File: src/rtl/counter_link_if.sv
// Byte-level host link: TX byte valid/ready toward the host, single-cycle RX command byte from it.
interface counter_link_if;
    logic [7:0] oTxData;
    logic       oTxValid;
    logic       iTxReady;
    logic [7:0] iRxData;
    logic       iRxValid;

    modport master (output oTxData, output oTxValid, input iTxReady, input iRxData, input iRxValid);
    modport slave  (input oTxData, input oTxValid, output iTxReady, output iRxData, output iRxValid);
endinterface

File: src/rtl/counter_link.sv
// Frames latched counts as {hdr, count LSB-first} for the host and decodes host command bytes; COUNTER_LINK_RETX_EN adds ack-timeout resend.
// Latency: header presented the cycle after a channel becomes eligible; command strobes rise the cycle after the RX byte.
// Backpressure: each TX byte is held stable until iTxReady; RX bytes are never stalled.
module counter_link #(
    parameter int pWIDTH       = 40,
    parameter int pPULSE       = 4,
    parameter int pRETX_CYCLES = 1000000
) (
    input  logic           iCLK,
    input  logic           iRST_N,
    input  logic           iRdy1,
    input  logic           iRdy2,
    input  logic [31:0]    i1Lo,
    input  logic [31:0]    i1Hi,
    input  logic [31:0]    i2Lo,
    input  logic [31:0]    i2Hi,
    output logic           oResetLatch1,
    output logic           oResetLatch2,
    output logic           oLatch1,
    output logic           oLatch2,
    output logic           oBadCmd,
    counter_link_if.master link
);

    localparam int NBYTES = pWIDTH / 8;
    localparam int PW     = $clog2(pPULSE + 1);

    generate
        if ((pWIDTH % 8) != 0 || pWIDTH < 33 || pWIDTH > 64 || pPULSE < 1 || pRETX_CYCLES < 1) begin : g_bad_params
            $error("counter_link: illegal parameter set");
        end
    endgenerate

    typedef enum logic [1:0] {IDLE, HDR, DATA, WACK} state_t;

    state_t             state_q, state_d;
    logic               chan_q, chan_d;     // 0 = register 1, 1 = register 2
    logic               last_q, last_d;
    logic               armed1_q, armed1_d;
    logic               armed2_q, armed2_d;
    logic [pWIDTH-1:0]  shift_q, shift_d;
    logic [3:0]         cnt_q, cnt_d;
    logic [3:0][PW-1:0] pulse_q, pulse_d;   // indexed by command code 0..3
    logic               bad_q, bad_d;
    logic               tx_hs, ack1, ack2, busy, elig1, elig2, pick;

`ifdef COUNTER_LINK_RETX_EN
    localparam int TW = $clog2(pRETX_CYCLES + 1);
    logic [TW-1:0]      timer_q, timer_d;
`endif

    assign link.oTxValid = (state_q == HDR) || (state_q == DATA);
    assign link.oTxData  = (state_q == HDR)  ? {7'd0, chan_q} :
                           (state_q == DATA) ? shift_q[7:0]   : 8'h00;
    assign oResetLatch1  = (pulse_q[0] != '0);
    assign oResetLatch2  = (pulse_q[1] != '0);
    assign oLatch1       = (pulse_q[2] != '0);
    assign oLatch2       = (pulse_q[3] != '0);
    assign oBadCmd       = bad_q;

    always_comb begin
        state_d  = state_q;
        chan_d   = chan_q;
        last_d   = last_q;
        armed1_d = armed1_q;
        armed2_d = armed2_q;
        shift_d  = shift_q;
        cnt_d    = cnt_q;
        pulse_d  = pulse_q;
        bad_d    = bad_q;
`ifdef COUNTER_LINK_RETX_EN
        timer_d  = '0;
`endif
        tx_hs = link.oTxValid && link.iTxReady;
        ack1  = link.iRxValid && (link.iRxData == 8'h00);
        ack2  = link.iRxValid && (link.iRxData == 8'h01);
        busy  = (state_q != IDLE);
        elig1 = iRdy1 && armed1_q;
        elig2 = iRdy2 && armed2_q;
        // Round-robin: register 2 wins unless register 1 is eligible and register 2 went last
        pick  = !(elig1 && (!elig2 || last_q));

        for (int i = 0; i < 4; i++) begin
            if (pulse_q[i] != '0) pulse_d[i] = pulse_q[i] - PW'(1);
        end
        if (link.iRxValid) begin
            if (link.iRxData[7:2] == 6'd0) pulse_d[link.iRxData[1:0]] = PW'(pPULSE);
            else                           bad_d = 1'b1;
        end

        case (state_q)
            IDLE: begin
                if (elig1 || elig2) begin
                    chan_d  = pick;
                    last_d  = pick;
                    shift_d = pick ? pWIDTH'({i2Hi, i2Lo}) : pWIDTH'({i1Hi, i1Lo});
                    if (pick) armed2_d = 1'b0;
                    else      armed1_d = 1'b0;
                    state_d = HDR;
                end
            end
            HDR: begin
                if (tx_hs) begin
                    cnt_d   = 4'(NBYTES);
                    state_d = DATA;
                end
            end
            DATA: begin
                if (tx_hs) begin
                    shift_d = shift_q >> 8;
                    cnt_d   = cnt_q - 4'd1;
                    if (cnt_q == 4'd1) state_d = WACK;
                end
            end
            WACK: begin
                if ((ack1 && !chan_q) || (ack2 && chan_q)) begin
                    state_d = IDLE;
                end
`ifdef COUNTER_LINK_RETX_EN
                else begin
                    timer_d = timer_q + TW'(1);
                    if (timer_q == TW'(pRETX_CYCLES - 1)) begin
                        state_d = IDLE;
                        if (chan_q) armed2_d = 1'b1;
                        else        armed1_d = 1'b1;
                    end
                end
`endif
            end
            default: state_d = IDLE;
        endcase

        // A low ready only re-arms a channel that is not mid-frame or awaiting its ack
        if (!iRdy1 && !(busy && !chan_q)) armed1_d = 1'b1;
        if (!iRdy2 && !(busy &&  chan_q)) armed2_d = 1'b1;
    end

    always_ff @(posedge iCLK or negedge iRST_N) begin
        if (!iRST_N) begin
            state_q  <= IDLE;
            chan_q   <= 1'b0;
            last_q   <= 1'b1;
            armed1_q <= 1'b1;
            armed2_q <= 1'b1;
            shift_q  <= '0;
            cnt_q    <= '0;
            pulse_q  <= '0;
            bad_q    <= 1'b0;
`ifdef COUNTER_LINK_RETX_EN
            timer_q  <= '0;
`endif
        end else begin
            state_q  <= state_d;
            chan_q   <= chan_d;
            last_q   <= last_d;
            armed1_q <= armed1_d;
            armed2_q <= armed2_d;
            shift_q  <= shift_d;
            cnt_q    <= cnt_d;
            pulse_q  <= pulse_d;
            bad_q    <= bad_d;
`ifdef COUNTER_LINK_RETX_EN
            timer_q  <= timer_d;
`endif
        end
    end

endmodule

File: src/flat_wrapper.sv
// flat-port wrapper written by rule: the top's interface ports become plain ports
module counter_link_flat 
#(
    parameter int pWIDTH       = 40,
    parameter int pPULSE       = 4,
    parameter int pRETX_CYCLES = 1000000
)
  (iCLK, iRST_N, iRdy1, iRdy2, i1Lo, i1Hi, i2Lo, i2Hi, oResetLatch1, oResetLatch2, oLatch1, oLatch2, oBadCmd, link_oTxData, link_oTxValid, link_iTxReady, link_iRxData, link_iRxValid);
  counter_link_if link_i ();
  input  logic iCLK;
  input  logic iRST_N;
  input  logic iRdy1;
  input  logic iRdy2;
  input  logic [31:0] i1Lo;
  input  logic [31:0] i1Hi;
  input  logic [31:0] i2Lo;
  input  logic [31:0] i2Hi;
  output logic oResetLatch1;
  output logic oResetLatch2;
  output logic oLatch1;
  output logic oLatch2;
  output logic oBadCmd;
  output wire logic [$bits(link_i.oTxData)-1:0] link_oTxData;
  output wire logic [$bits(link_i.oTxValid)-1:0] link_oTxValid;
  input wire logic [$bits(link_i.iTxReady)-1:0] link_iTxReady;
  input wire logic [$bits(link_i.iRxData)-1:0] link_iRxData;
  input wire logic [$bits(link_i.iRxValid)-1:0] link_iRxValid;
  assign link_oTxData = link_i.oTxData;
  assign link_oTxValid = link_i.oTxValid;
  assign link_i.iTxReady = link_iTxReady;
  assign link_i.iRxData = link_iRxData;
  assign link_i.iRxValid = link_iRxValid;
  counter_link #(.pWIDTH(pWIDTH), .pPULSE(pPULSE), .pRETX_CYCLES(pRETX_CYCLES)) u_core (.iCLK(iCLK), .iRST_N(iRST_N), .iRdy1(iRdy1), .iRdy2(iRdy2), .i1Lo(i1Lo), .i1Hi(i1Hi), .i2Lo(i2Lo), .i2Hi(i2Hi), .oResetLatch1(oResetLatch1), .oResetLatch2(oResetLatch2), .oLatch1(oLatch1), .oLatch2(oLatch2), .oBadCmd(oBadCmd), .link(link_i));
endmodule
File: config.mk
export PLATFORM = sky130hd
export DESIGN_NAME = counter_link_flat
export DESIGN_NICKNAME = d
export VERILOG_FILES = /design/src/rtl/counter_link_if.sv /design/src/rtl/counter_link.sv /design/src/flat_wrapper.sv
export SDC_FILE = /design/constraint.sdc
export NUM_CORES = 1
export LEC_CHECK = 0
export ABC_CLOCK_PERIOD_IN_PS = 3600
export CORE_MARGIN = 10
export CORE_UTILIZATION = 24
export DETAILED_ROUTE_END_ITERATION = 10
export HOLD_SLACK_MARGIN = 0.1
export PLACE_DENSITY_LB_ADDON = 0.1
export SLEW_MARGIN = 5
export SYNTH_ARGS = -nofsm -noshare
export SYNTH_HDL_FRONTEND = slang
export SYNTH_SLANG_ARGS = --single-unit
File: constraint.sdc
create_clock -name iCLK -period 3.6 [get_ports iCLK]
set_clock_uncertainty 0.1 [all_clocks]
set_input_delay 0.72 -clock iCLK [delete_from_list [all_inputs] [get_ports iCLK]]
set_output_delay 0.72 -clock iCLK [all_outputs]
set_load 0.01 [all_outputs]
# Word-level counts from Yosys, hierarchy flattened
# Index checks and enable logic that the tools add are counted.
# totals
output_inout_bits,14
word_cells,111
regBits,63
input_bits,142
# op_classes
n_eq_ne,11
mux,31
add_sub_neg,5
bitwise_logic,4
n_lt_le_gt_ge,2
n_reduce_logical,46
# ops
cell,n
$mux W40,3
$pmux W40 S2,1
$mux W12,2
$mux W8,2
$reduce_bool A2 Y1,8
$mux W3,5
$logic_and A1 B1 Y1,13
$reduce_and A3 Y1,4
$reduce_bool A3 Y1,4
$sub A3 B1 Y3 const B,4
$mux W2,5
$and A8 B8 Y8,1
$eq A8 B1 Y1 const B,1
$logic_not A8 Y1,1
$mux W1,8
$mux W4,2
$ne A2 B1 Y1 const B,4
$not A8 Y8,1
$pmux W2 S4,1
$pmux W4 S2,1
$logic_not A1 Y1,7
$demux W3 S2,1
$logic_not A6 Y1,1
$reduce_and A5 Y1,1
12 further kinds,18

# Depth between registers and ports, before layout
# depth
word_depth,8
ltp_mapped,8

# Worst setup path before layout
# OpenSTA, ideal clock, no wires.
# synth_path
path_kind,input-to-reg
startpoint,input port link_iRxData[3]
endpoint,register u_core.state_q[1]
n_path_buf,0
path_slack_ns,1.327
path_stages,4
arrival_ns,2.048
setup_ns,0.125
path_cell_list,or4_4 > o41ai_2 > nand3_1 > mux2_4
# synth_via
elab_chain_len,6
# synth_lines
item,line_no,text
start: declaration,flat_wrapper.sv:26,input wire logic [$bits(link_i.iRxData)-1:0] link_iRxData;
$eq A8 B1 Y1 or $logic_not A8 Y1 (tied branches),"counter_link.sv:76, counter_link.sv:75",
$logic_and A1 B1 Y1 (on tied branches),"counter_link.sv:76, counter_link.sv:75",
$logic_and A1 B1 Y1,counter_link.sv:116,if ((ack1 && !chan_q) || (ack2 && chan_q)) begin
$logic_or A1 B1 Y1 (*),counter_link.sv:116,
$ne A2 B1 Y1 (no source line) (*),-,
$reduce_and A5 Y1 (no source line) (*),-,
end signal: assignment,counter_link.sv:153,state_q <= state_d;
end: declaration,counter_link.sv:36,"state_t state_q, state_d;"
# Every way passes the cells marked *; elsewhere a longest branch is shown, timed or not.
# A chain may end at the register's enable or synchronous reset.

# Final worst setup path
# layout_path
startpoint,register u_core.state_q[1]
endpoint,output port link_oTxData[0]
# layout_via
elab_chain_len,3
# layout_lines
item,line_no,text
$eq A2 B2 Y1,counter_link.sv:54,(state_q == DATA) ? shift_q[7:0] : 8'h00;
$mux W8,counter_link.sv:54,
$mux W8 (*),counter_link.sv:53,"assign link.oTxData = (state_q == HDR) ? {7'd0, chan_q} :"
end: declaration,flat_wrapper.sv:23,output wire logic [$bits(link_i.oTxData)-1:0] link_oTxData;
# Marks and branches as above.

==> results.md <==
* Outcome: finished clean
* Number of synthesized flops with an enable pin at 0
* Max Clk Rate at around 320 MHz
* First-pass GRT wire length at 17600 microns
* Final setup TNS at 0 ns
* Avg Inst Size Synth at between 9 and 10 sq um
* Critical path, cell by cell: inv_1 -> ha_1 -> nor2b_1 -> a22o_1 -> clkdlybuf4s50_1
* 1st-pass router iterations at 4
* Gr usage total at roughly 11%
* Clk_lat worst skew at 0.33 ns
* Gpl congestion at 0.718
* DRC at 0
* Die X at 144 microns
* CTS tree: built
* Dpl cell area at 4970 sq um
* Max-slew violation count at 0
* Clock sink count at 63
* Initial antenna violation count at 0
* Slew at the pin closest to its max-slew limit at roughly 0.73 ns
* ANT cells at 0
* CP startpoint kind: register
* Layout fillers at 1577
* 1st-iter DRT viols at 219
* Via count at 3151
* Die area at between 20000 and 25000 sq um
* Post-Layout Inst Area at 5240 sq um
* # rows at 45
* GRT Residual Overflow at 0
* Fin crit share at 87.0%
* H-tree levels at 3
* Via/cell ratio at 4.57
* Pin count of the biggest net entering global routing at 74
* P&R area growth vs syn at 41.9%
* Fin cells at 689
* Cell Pwr Density at around 780 nW/um^2
* Crit-path max FO at 8
* Share of cells above drive strength 1 at under 10%
* Routed wire per std cell at 15.9 microns
* Crit end category: primary output
* Ys Warns at 0
* Post-CTS sizing at 0
* Peak supply drop at ~0.37 mV
* Critical Path Max Stage Delay at 0.55 ns
* Vias in the first global route at ~3300
* Placed insts at ~670
* Final #Nets at 652
* Port-buffer cells at ~110
* Post-synth net total at 556
* Longest Clk Path Bufs at 2
* CTS root buf: clkbuf_16
* Area of the core at 15100 sq um
* CTS Buf Count at 9
* Normalized max-slew margin at 51.5%
* Yosys cell types at 43
* CP max stage cell: clkdlybuf4s50_1
* Seq/Total Area, Yosys at 42.8%
* Leak Pwr at 0.00231 uW
* Cell family with most CP delay: buffers and inverters
* Commonest cells after routing, fill and taps aside: clkdlybuf4s50_1 (106), dfrtp_1 (60), nand2_1 (46)
* Worst hold-check path type: in -> async
* Fin crit period at 3.13 ns
* WP data required at 2.78 ns
* Max Cap Viol at 0
* Hold_buf cts at 0
* Top FF cell, synth: dfrtp_1
* Initial Util at 24.4%
* Commonest non-fill, non-tap cell in the layout: clkdlybuf4s50_1
* CP Buf/Inv Count at 2
* WS Path Type: reg -> out
* Final setup violation count at 0
* Worst-path clk slew at 0.05 ns
* FFs w/ async S/R, synth at 100%
* Final Hold Vio Count at 0
* Post-CTS setup buffer count at 0
* Die Ht at 144 microns
* Yosys reg bits at between 60 and 70
* Final ANT Viol Nets at 0
* Post-Synthesis Cells at 400
* Cell area after synthesis at around 3700 sq um
* Routed WL at 11000 microns
* IO Count at 156
* RSZ-0062 raised after global routing: false
* Hpwl dp at 7850 microns
* WP data arrival at 2.31 ns
cell usage after synthesis (all sizes together), types with 2 or more instances:
cell	number	area share, %
xnor2	4	0.95
and3	32	5.4
dfstp	3	2.1
nor2b	36	6.1
a211oi	35	7.1
mux2i	11	3.0
and2	8	1.4
nand2	47	4.8
or2	2	0.34
mux2	3	1.0
o21ai	11	1.5
inv	18	1.8
a22o	3	0.71
a211o	3	0.71
ha	14	4.7
dfrtp	60	41
nand2b	4	0.68
o31ai	32	6.5
a21oi	5	0.68
o22a	2	0.47
nand3	5	0.68
clkbuf	26	2.6
a22oi	2	0.41
nor2	15	1.5
buf	3	0.37
flip-flops by register name, indices dropped and copies added, names as in the netlist:
register and cells:
u_core.cnt_q 4, u_core.oBadCmd 1, u_core.last_q 1, u_core.chan_q 1, u_core.pulse_q 12, u_core.armed1_q 1, u_core.shift_q 40, u_core.armed2_q 1
u_core.state_q 2
power breakdown:
part | leakage, uW | internal [uW] | total [uW] | switching (uW)
registers | 0.000766 | 1070 | 1260 | 186
clock network | 0.000142 | 498 | 805 | 307
logic | 0.00140 | 940 | 2050 | 1110
layout make-up:
| class | count | area [sq um] | area share (%) |
|---|---|---|---|
| clock inverter | 4 | 20.0 | 0.382 |
| timing repair buffer | 114 | 1140 | 21.8 |
| clock buffer | 12 | 256 | 4.89 |
| tap | 188 | 235 | 4.49 |
| sequential | 63 | 1580 | 30.1 |
| multi-input combinational | 290 | 1940 | 37.0 |
| inverter | 18 | 67.6 | 1.29 |
cell families (layout without fill, tap and decap cells):
logic type | Yosys count | in the layout | synth area share, %
DFF | 63 | 63 | 42.8
and+or+nand+nor | 158 | 158 | 22.9
buffers and inverters | 47 | 148 | 4.84
muxes | 14 | 14 | 4.00
AOI/OAI and AO/OA | 99 | 99 | 19.5
adders and majority gates | 14 | 14 | 4.74
xor gates and xnor gates | 5 | 5 | 1.19
metrics by stage:
step | hold slack, ns | worst slack [ns] | power (uW) | util (%)
6_report | 0.310 | 0.469 | 4110 | 34.6
5_1_grt | 0.334 | 0.308 | 4490 | 34.6
4_1_cts | 0.319 | 0.386 | 4190 | 34.6
3_5_place_dp | 0.358 | 0.606 | 3360 | 32.8
3_3_place_gp | 0.355 | 0.614 | 3310 | 32.8
2_1_floorplan | 0.324 | 1.33 | 2690 | -
worst paths after layout:
| kind | start | to | slack [ns] | cells after the start |
|---|---|---|---|---|
| setup reg to reg | u_core.state_q[0] | u_core.shift_q[24] | 1.21 | 7 |
| min in group iCLK | u_core.shift_q[2] | u_core.shift_q[2] | 0.37 | 2 |
| hold reg to reg | u_core.shift_q[2] | u_core.shift_q[2] | 0.37 | 2 |
| max in group asynchronous | iRST_N | u_core.armed2_q | 2.68 | 2 |
| setup / recovery | u_core.state_q[1] | link_oTxData[0] | 0.47 | 5 |
| hold / removal | iRST_N | u_core.shift_q[4] | 0.31 | 2 |
metal layers:
metal / vias up / wire length [microns] / GRT usage, %
li1: 1611 / - / -
met2: 85 / 4460 / 15.5
met3: 11 / 880 / 4.26
met5: - / 0 / 0
met1: 1444 / 5450 / 14.2
met4: 0 / 179 / 4.25
Power figures use the tool's default switching activity.
